### src/rtl/mem_wb_pipe.sv
// mem_wb_pipe: MEM/WB pipeline register with valid/ready handshake, optional
// 2-entry skid buffer, synchronous flush and a registered EX-bypass tap.
//
// Ports:
//   clk, rst                 clock, synchronous active-high reset
//   flush                    synchronous kill of all held entries
//   in_valid / in_ready      MEM-side handshake
//   in_wb, in_rdata,         WB control bundle, load data, ALU result,
//   in_alu, in_rd            destination register
//   out_valid / out_ready    WB-side handshake
//   out_wb, out_rdata,       held entry; out_wb reads 0 whenever out_valid=0
//   out_alu, out_rd
//   fwd_en, fwd_rd, fwd_data forwarding tap decoded from the output registers
module mem_wb_pipe #(
    parameter int DATA_W       = 32,
    parameter int REG_W        = 5,
    parameter int WB_W         = 2,
    parameter int REGWRITE_BIT = 1,
    parameter int MEMTOREG_BIT = 0,
    parameter int SKID         = 1
) (
    input  logic              clk,
    input  logic              rst,
    input  logic              flush,
    input  logic              in_valid,
    output logic              in_ready,
    input  logic [WB_W-1:0]   in_wb,
    input  logic [DATA_W-1:0] in_rdata,
    input  logic [DATA_W-1:0] in_alu,
    input  logic [REG_W-1:0]  in_rd,
    output logic              out_valid,
    input  logic              out_ready,
    output logic [WB_W-1:0]   out_wb,
    output logic [DATA_W-1:0] out_rdata,
    output logic [DATA_W-1:0] out_alu,
    output logic [REG_W-1:0]  out_rd,
    output logic              fwd_en,
    output logic [REG_W-1:0]  fwd_rd,
    output logic [DATA_W-1:0] fwd_data
);
    localparam int E_W = WB_W + 2 * DATA_W + REG_W;

    logic            out_v;
    logic [E_W-1:0]  out_e;
    logic [E_W-1:0]  in_e;
    logic [WB_W-1:0] held_wb;

    assign in_e = {in_wb, in_rdata, in_alu, in_rd};
    assign {held_wb, out_rdata, out_alu, out_rd} = out_e;
    assign out_valid = out_v;
    // Bubbles carry zero controls so the register file never sees a stray write.
    assign out_wb   = out_v ? held_wb : '0;
    assign fwd_en   = out_v & held_wb[REGWRITE_BIT] & (out_rd != '0);
    assign fwd_rd   = out_rd;
    assign fwd_data = out_wb[MEMTOREG_BIT] ? out_rdata : out_alu;

    if (SKID != 0) begin : g_skid
        logic           skid_v;
        logic [E_W-1:0] skid_e;
        // Registered ready: the skid slot absorbs the one entry that may
        // arrive in the cycle the WB side stalls.
        assign in_ready = ~skid_v;
        always_ff @(posedge clk) begin
            if (rst) begin
                out_v  <= 1'b0;
                out_e  <= '0;
                skid_v <= 1'b0;
                skid_e <= '0;
            end else if (flush) begin
                out_v  <= 1'b0;
                skid_v <= 1'b0;
            end else if (~out_v | out_ready) begin
                if (skid_v) begin
                    out_e  <= skid_e;
                    out_v  <= 1'b1;
                    skid_v <= 1'b0;
                end else begin
                    out_v <= in_valid;
                    if (in_valid) out_e <= in_e;
                end
            end else if (in_valid & ~skid_v) begin
                skid_e <= in_e;
                skid_v <= 1'b1;
            end
        end
    end else begin : g_single
        assign in_ready = ~out_v | out_ready;
        always_ff @(posedge clk) begin
            if (rst) begin
                out_v <= 1'b0;
                out_e <= '0;
            end else if (flush) begin
                out_v <= 1'b0;
            end else if (in_ready) begin
                out_v <= in_valid;
                if (in_valid) out_e <= in_e;
            end
        end
    end
endmodule

### config.mk
export PLATFORM = sky130hd
export DESIGN_NAME = mem_wb_pipe
export DESIGN_NICKNAME = d
export VERILOG_FILES = /design/src/rtl/mem_wb_pipe.sv
export SDC_FILE = /design/constraint.sdc
export NUM_CORES = 1
export LEC_CHECK = 0
export ABC_CLOCK_PERIOD_IN_PS = 1450
export CAP_MARGIN = 40
export CELL_PAD_IN_SITES_DETAIL_PLACEMENT = 1
export CELL_PAD_IN_SITES_GLOBAL_PLACEMENT = 2
export CORE_MARGIN = 2
export CORE_UTILIZATION = 32
export CTS_BUF_LIST = sky130_fd_sc_hd__clkbuf_4 sky130_fd_sc_hd__clkbuf_8
export CTS_CLUSTER_DIAMETER = 50
export DETAILED_ROUTE_END_ITERATION = 7
export GPL_TIMING_DRIVEN = 0
export PLACE_DENSITY = 0.86
export SLEW_MARGIN = 25
export SYNTH_ARGS = -nofsm -noshare
export SYNTH_HDL_FRONTEND = slang
export SYNTH_SLANG_ARGS = --single-unit
### constraint.sdc
create_clock -name clk -period 1.45 [get_ports clk]
set_input_delay 0.145 -clock clk [delete_from_list [all_inputs] [get_ports clk]]
set_output_delay 0.145 -clock clk [all_outputs]
set_load 0.03 [all_outputs]
==> results_dict.tcl, run 1 <==
set metrics [dict create \
    post_drt_wl_per_cell_um 19.7 \
    end_kind "primary output" \
    place_area_mm2 0.0101 \
    nets 1058 \
    synthToLayoutAreaGrowth_pct 45.6 \
    die_h_um 160 \
    cp.arrival_ps 1640 \
    rows 57 \
    grt_max_degree 17 \
    crit_end "fwd_en" \
    cts.clk_slew.worst_paths_ps 90 \
    synth.avg_cell_area_um2 10.4 \
    fin_crit_sh_pct 123 \
    worstMarginPinSlew_ps 479 \
    core_area_mm2 0.0242 \
    cts.path.max_buffers 2 \
    syn_area_mm2 0.00783 \
    insertedDiodeCount 0 \
    htree_levels 4 \
    portBuffers 185 \
    ir_drop_v 0.000562 \
    max_slew_margin_pct 68.1 \
    crit_type "reg -> out" \
    drt-initial-drc-count 202 \
    r2r-end "g_skid.skid_e[66]" \
    chipWidth_um 160 \
    crit_required_ps 1310 \
    dp_hpwl_um 18400 \
    worst_r2r_startpoint "out_valid" \
    cp_slowest_cell "or4_1" \
    route.vias.total 6276 \
    finalSetupViolCount 108 \
    fmax_mhz 560 \
    num_io_pins 187 \
    final_util_pct 47.2 \
    path_cells "or4_1, o21a_1, buf_6" \
    yosys_warnings 0 \
    grt_pass1_vias 6797 \
    status "finished with violations" \
    gp_congestion 0.752 \
    syn-num-nets 832 \
    hold_viol_final 0 \
    path_max_fanout 4 \
    maxCapViolations 0 \
    drv_slew 0 \
    p_per_area_mw_per_mm2 858 \
    gr-usage-all-layers_pct 20.1 \
    grt_pass1_wl_um 40000 \
    rsz0062_at_grt "true" \
    netlist_instances 756 \
    hp-class "in -> reg" \
    drive_gt1_share_pct 45.6 \
    clock_latency_ps 460 \
    final_cells 1319 \
    r2r_cells 8 \
    skew_ps 14.2 \
    violations "negative setup slack" \
    cts_buffers 17 \
    ys_seq_elements 144 \
    design_area_mm2 0.0114 \
    cp-start-kind "register" \
    start_util_pct 32.4 \
    grt-ovfl-total 0 \
    vias_per_cell 4.76 \
    clkSinkCount 144 \
    final.setup.worst_slack_ps -336 \
    ant_nets 0 \
    synth_cell_types 22 \
    dp.cells 1265 \
    yosysSeqAreaShare_pct 36.8 \
    dr.pass1.iters 4 \
    rrSetupSlack_ps -200 \
    dieArea_mm2 0.0257 \
    wl_um 26000 \
    tns_ps -16270 \
    clockRootBuffer "clkbuf_8" \
    drcViolationCount 0 \
    fin_crit_ps 1790 \
    hold_slack_ps 282 \
    crit_start "out_e[1]" \
    tritoncts "built" \
    antenna_found_initial 2 \
    power.leakage_uw 0.00422 \
    crit_path_max_incr_delay_ps 520 \
]
[final cells by class]
cell class / count / area, µm²
Buffer: 138 / 1140
Clock buffer: 19 / 249
Clock inverter: 13 / 141
Fill cell: 2651 / 12800
Inverter: 2 / 7.51
Multi-Input combinational cell: 469 / 4180
Sequential cell: 144 / 2940
Tap cell: 324 / 405
Timing Repair Buffer: 210 / 2330
[placed cells by master, fill, tap and decap left out, types with 17 or more instances in the layout]
cell type and instances:
mux2_4 32, a21oi_1 71, clkbuf_8 17, buf_12 20
dfxtp_2 40, buf_4 88, clkdlybuf4s15_2 60, dfxtp_1 101
buf_6 50, buf_2 19, clkdlybuf4s50_1 74, a211oi_2 70
mux2i_1 132, nand2b_1 142
[how the worst min path moves through the flow]
| stage | cells after the start | from | slack [ps] | to |
|---|---|---|---|---|
| finish | 3 | in_alu[10] | 280 | g_skid.skid_e[15] |
| global route | 3 | in_alu[7] | 280 | g_skid.skid_e[12] |
| CTS | 3 | in_alu[7] | 260 | g_skid.skid_e[12] |
| detailed placement | 2 | g_skid.skid_e[45] | 470 | g_skid.skid_e[45] |
| global placement | 2 | g_skid.skid_e[18] | 460 | g_skid.skid_e[18] |
| floorplan | 1 | flush | 220 | out_valid |
[what timing repair did]
| action | 4_1_cts | 5_1_grt |
|---|---|---|
| gates cloned | 9 | 3 |
| endpoints found under the setup margin | 252 | 214 |
| pin swaps | 0 | 4 |
| gates resized for setup | 601 | 100 |
| setup buffers | 14 | 6 |
| hold buffers | 0 | 0 |
[registers in the layout (all words and copies together) (netlist names)]
signal,flops
g_skid.skid_e,71
out_valid,1
g_skid.skid_v,1
out_e,71
[kinds of logic (layout without fill, tap and decap cells)]
kind of cell | Yosys count | after routing | synth area share [%]
multiplexers | 174 | 174 | 22.8
AND/OR/NAND/NOR | 150 | 150 | 12.0
AO/OA/AOI/OAI | 145 | 145 | 16.1
flip-flops | 144 | 144 | 36.8
buffers and inverters | 143 | 382 | 12.3
[stage by stage]
stage	worst slack, ps	power (µW)
6_report	-336	9780
5_1_grt	-423	10200
2_1_floorplan	72.1	5620
3_3_place_gp	-682	6510
4_1_cts	-376	9850
3_5_place_dp	-712	6530
[metal layers]
metal  GRT usage [%]  wire length [µm]
met1            25.2             11600
met2            34.5             12800
met3            5.27              1220
met4            4.83               286
met5               0                13
[power breakdown]
part	switching, µW	leakage, µW	internal, µW	total [µW]
clock	1650	0.000181	1560	3220
sequential	165	0.00119	4120	4290
combinational	1160	0.00285	1120	2280
[worst max-delay path: cells and delay by family, from the launching register on]
kind	cells	cell delay (ps)
flops	1	350
compound gates	1	190
simple gates	1	520
buf+inv	1	130
[cell usage after synthesis (all sizes together)]
library cell / instances / share of area [%]
a21oi: 71 / 4.5
and2: 2 / 0.19
nor4b: 1 / 0.11
nor4: 1 / 0.080
or4: 1 / 0.096
buf: 114 / 11
nand2b: 143 / 11
mux2: 32 / 4.6
mux2i: 142 / 18
nand2: 1 / 0.048
o21a: 1 / 0.096
nor2: 1 / 0.048
inv: 2 / 0.096
o21ba: 1 / 0.13
dfxtp: 144 / 37
a211oi: 72 / 11
clkbuf: 27 / 1.3
Note: power is estimated with default switching activity, not from simulation.
==> run 2: changes to the inputs <==
CORE_ASPECT_RATIO = 0.5   (was not set)
RECOVER_POWER = 50   (was not set)
==> results_dict.tcl, run 2 (synthesized netlist as in run 1, its figures left out) <==
set metrics [dict create \
    status "finished with violations" \
    violations "negative setup slack" \
    drv_slew 0 \
    skew_ps 12.9 \
    final_util_pct 48.5 \
    tritoncts "built" \
    place_area_mm2 0.0101 \
    dp_hpwl_um 18300 \
    synthToLayoutAreaGrowth_pct 48.8 \
    clock_latency_ps 470 \
    die_h_um 115 \
    cts.clk_slew.worst_paths_ps 90 \
    worstMarginPinSlew_ps 627 \
    dr.pass1.iters 4 \
    post_drt_wl_per_cell_um 20.4 \
    grt_max_degree 17 \
    hold_viol_final 0 \
    clockRootBuffer "clkbuf_8" \
    drive_gt1_share_pct 45.7 \
    clkSinkCount 144 \
    end_kind "primary output" \
    worstHoldStart "in_alu[25]" \
    layout_commonest_cell "nand2b_1" \
    max_slew_margin_pct 58.2 \
    ant_nets 0 \
    rrSetupSlack_ps -220 \
    grt-ovfl-total 0 \
    vias_per_cell 4.83 \
    wl_um 27100 \
    r2r_cells 7 \
    power.leakage_uw 0.00439 \
    crit_path_max_incr_delay_ps 520 \
    hold_buffers 0 \
    fin_crit_sh_pct 123 \
    maxCapViolations 0 \
    cts_buffers 17 \
    crit_required_ps 1310 \
    fmax_mhz 559 \
    fin_crit_ps 1790 \
    min_path_cells 3 \
    p_per_area_mw_per_mm2 875 \
    nets 1078 \
    antenna_found_initial 0 \
    n_fill_cell 2599 \
    r2r-end "g_skid.skid_e[43]" \
    cp.arrival_ps 1640 \
    grt_pass1_vias 7032 \
    ir_drop_v 0.000584 \
    drt-initial-drc-count 232 \
    rsz0062_at_grt "true" \
    worst_r2r_startpoint "out_valid" \
    reg_top3 "g_skid.skid_e x71, out_e x71" \
    gr-usage-all-layers_pct 20.4 \
    finalSetupViolCount 165 \
    hold_end "g_skid.skid_e[30]" \
    cts.path.max_buffers 2 \
    cp_slowest_cell "or4_4" \
    dieArea_mm2 0.0258 \
    cp-start-kind "register" \
    chipWidth_um 225 \
    gp_congestion 0.766 \
    crit_type "reg -> out" \
    num_io_pins 187 \
    drcViolationCount 0 \
    cp_top_family "simple AND/OR/NAND/NOR gates" \
    rows 40 \
    path_cells "or4_4, o21a_1, buf_6" \
    most-common-layout-cells "nand2b_1 (142), mux2i_1 (132), buf_4 (100), dfxtp_1 (100), clkdlybuf4s50_1 (74)" \
    design_area_mm2 0.0117 \
    final.setup.worst_slack_ps -339 \
    grt_pass1_wl_um 40200 \
    cp.buffers_inverters 1 \
    tns_ps -24080 \
    route.vias.total 6430 \
    htree_levels 4 \
    hp-class "in -> reg" \
    start_util_pct 32.6 \
    portBuffers 185 \
    core_area_mm2 0.0240 \
    path_max_fanout 3 \
]
run 2: cell types whose count changed in the layout (fill, tap and decap cells not counted), moves of 12 or more:
cell             before  now
clkdlybuf4s15_2      60   41
clkbuf_2              7   23
buf_4                88  100
clkbuf_1             14   26
run 2: worst max-delay path by stage:
stage                   start      endpoint  cells past startpoint
floorplan           out_valid  fwd_data[22]                      3
global placement    out_valid  fwd_data[12]                      4
detailed placement  out_valid  fwd_data[12]                      4
CTS                  out_e[1]        fwd_en                      3
global route         out_e[1]        fwd_en                      3
finish               out_e[1]        fwd_en                      3
run 2: area by class of cell:
class | instances | area, µm² | area share (%)
diodes | 1 | 2.50 | 0.0215
plain buffers | 140 | 1210 | 10.4
clock buffers | 23 | 292 | 2.50
clock inverters | 9 | 133 | 1.14
inverters | 2 | 15.0 | 0.129
multi-input cells | 471 | 4210 | 36.2
flip-flops and latches | 144 | 2940 | 25.3
well taps | 315 | 394 | 3.38
repair buffers | 226 | 2450 | 21.0
run 2: worst register-to-register path, stage by stage (launching register included):
cell and delay [ps]:
dfxtp_4 390, buf_4 150, nand2b_4 70, nor4b_4 330, buf_4 180, buf_12 140
buf_12 130, mux2i_2 210
run 2: layer usage:
metal,global-route usage [%],part of all wire (%),up-vias
met5,0,0,-
met4,5.30,1.7,0
met3,4.36,3.3,29
met2,35.7,50,101
met1,25.5,45,3233
li1,-,-,3067
run 2: power by group:
part           switching, µW  total, µW  internal [µW]
Combinational           1200       2370           1160
Sequential               163       4290           4120
Clock                   1670       3540           1870
run 2: metrics by stage:
step / power (µW) / worst slack [ps] / instances / hold WS, ps
2_1_floorplan: 5620 / 72.1 / 756 / 216
3_3_place_gp: 6500 / -670 / 1256 / 457
3_5_place_dp: 6530 / -677 / 1256 / 465
4_1_cts: 10200 / -373 / 1311 / 261
5_1_grt: 10600 / -399 / 1330 / 264
6_report: 10200 / -339 / 1331 / 289
run 2: timing repair:
| item | CTS | global route |
|---|---|---|
| buffers inserted | 14 | 16 |
| gates cloned | 9 | 12 |
| pin swaps | 1 | 3 |
| gates resized for setup | 614 | 118 |
| setup endpoints to repair | 252 | 230 |
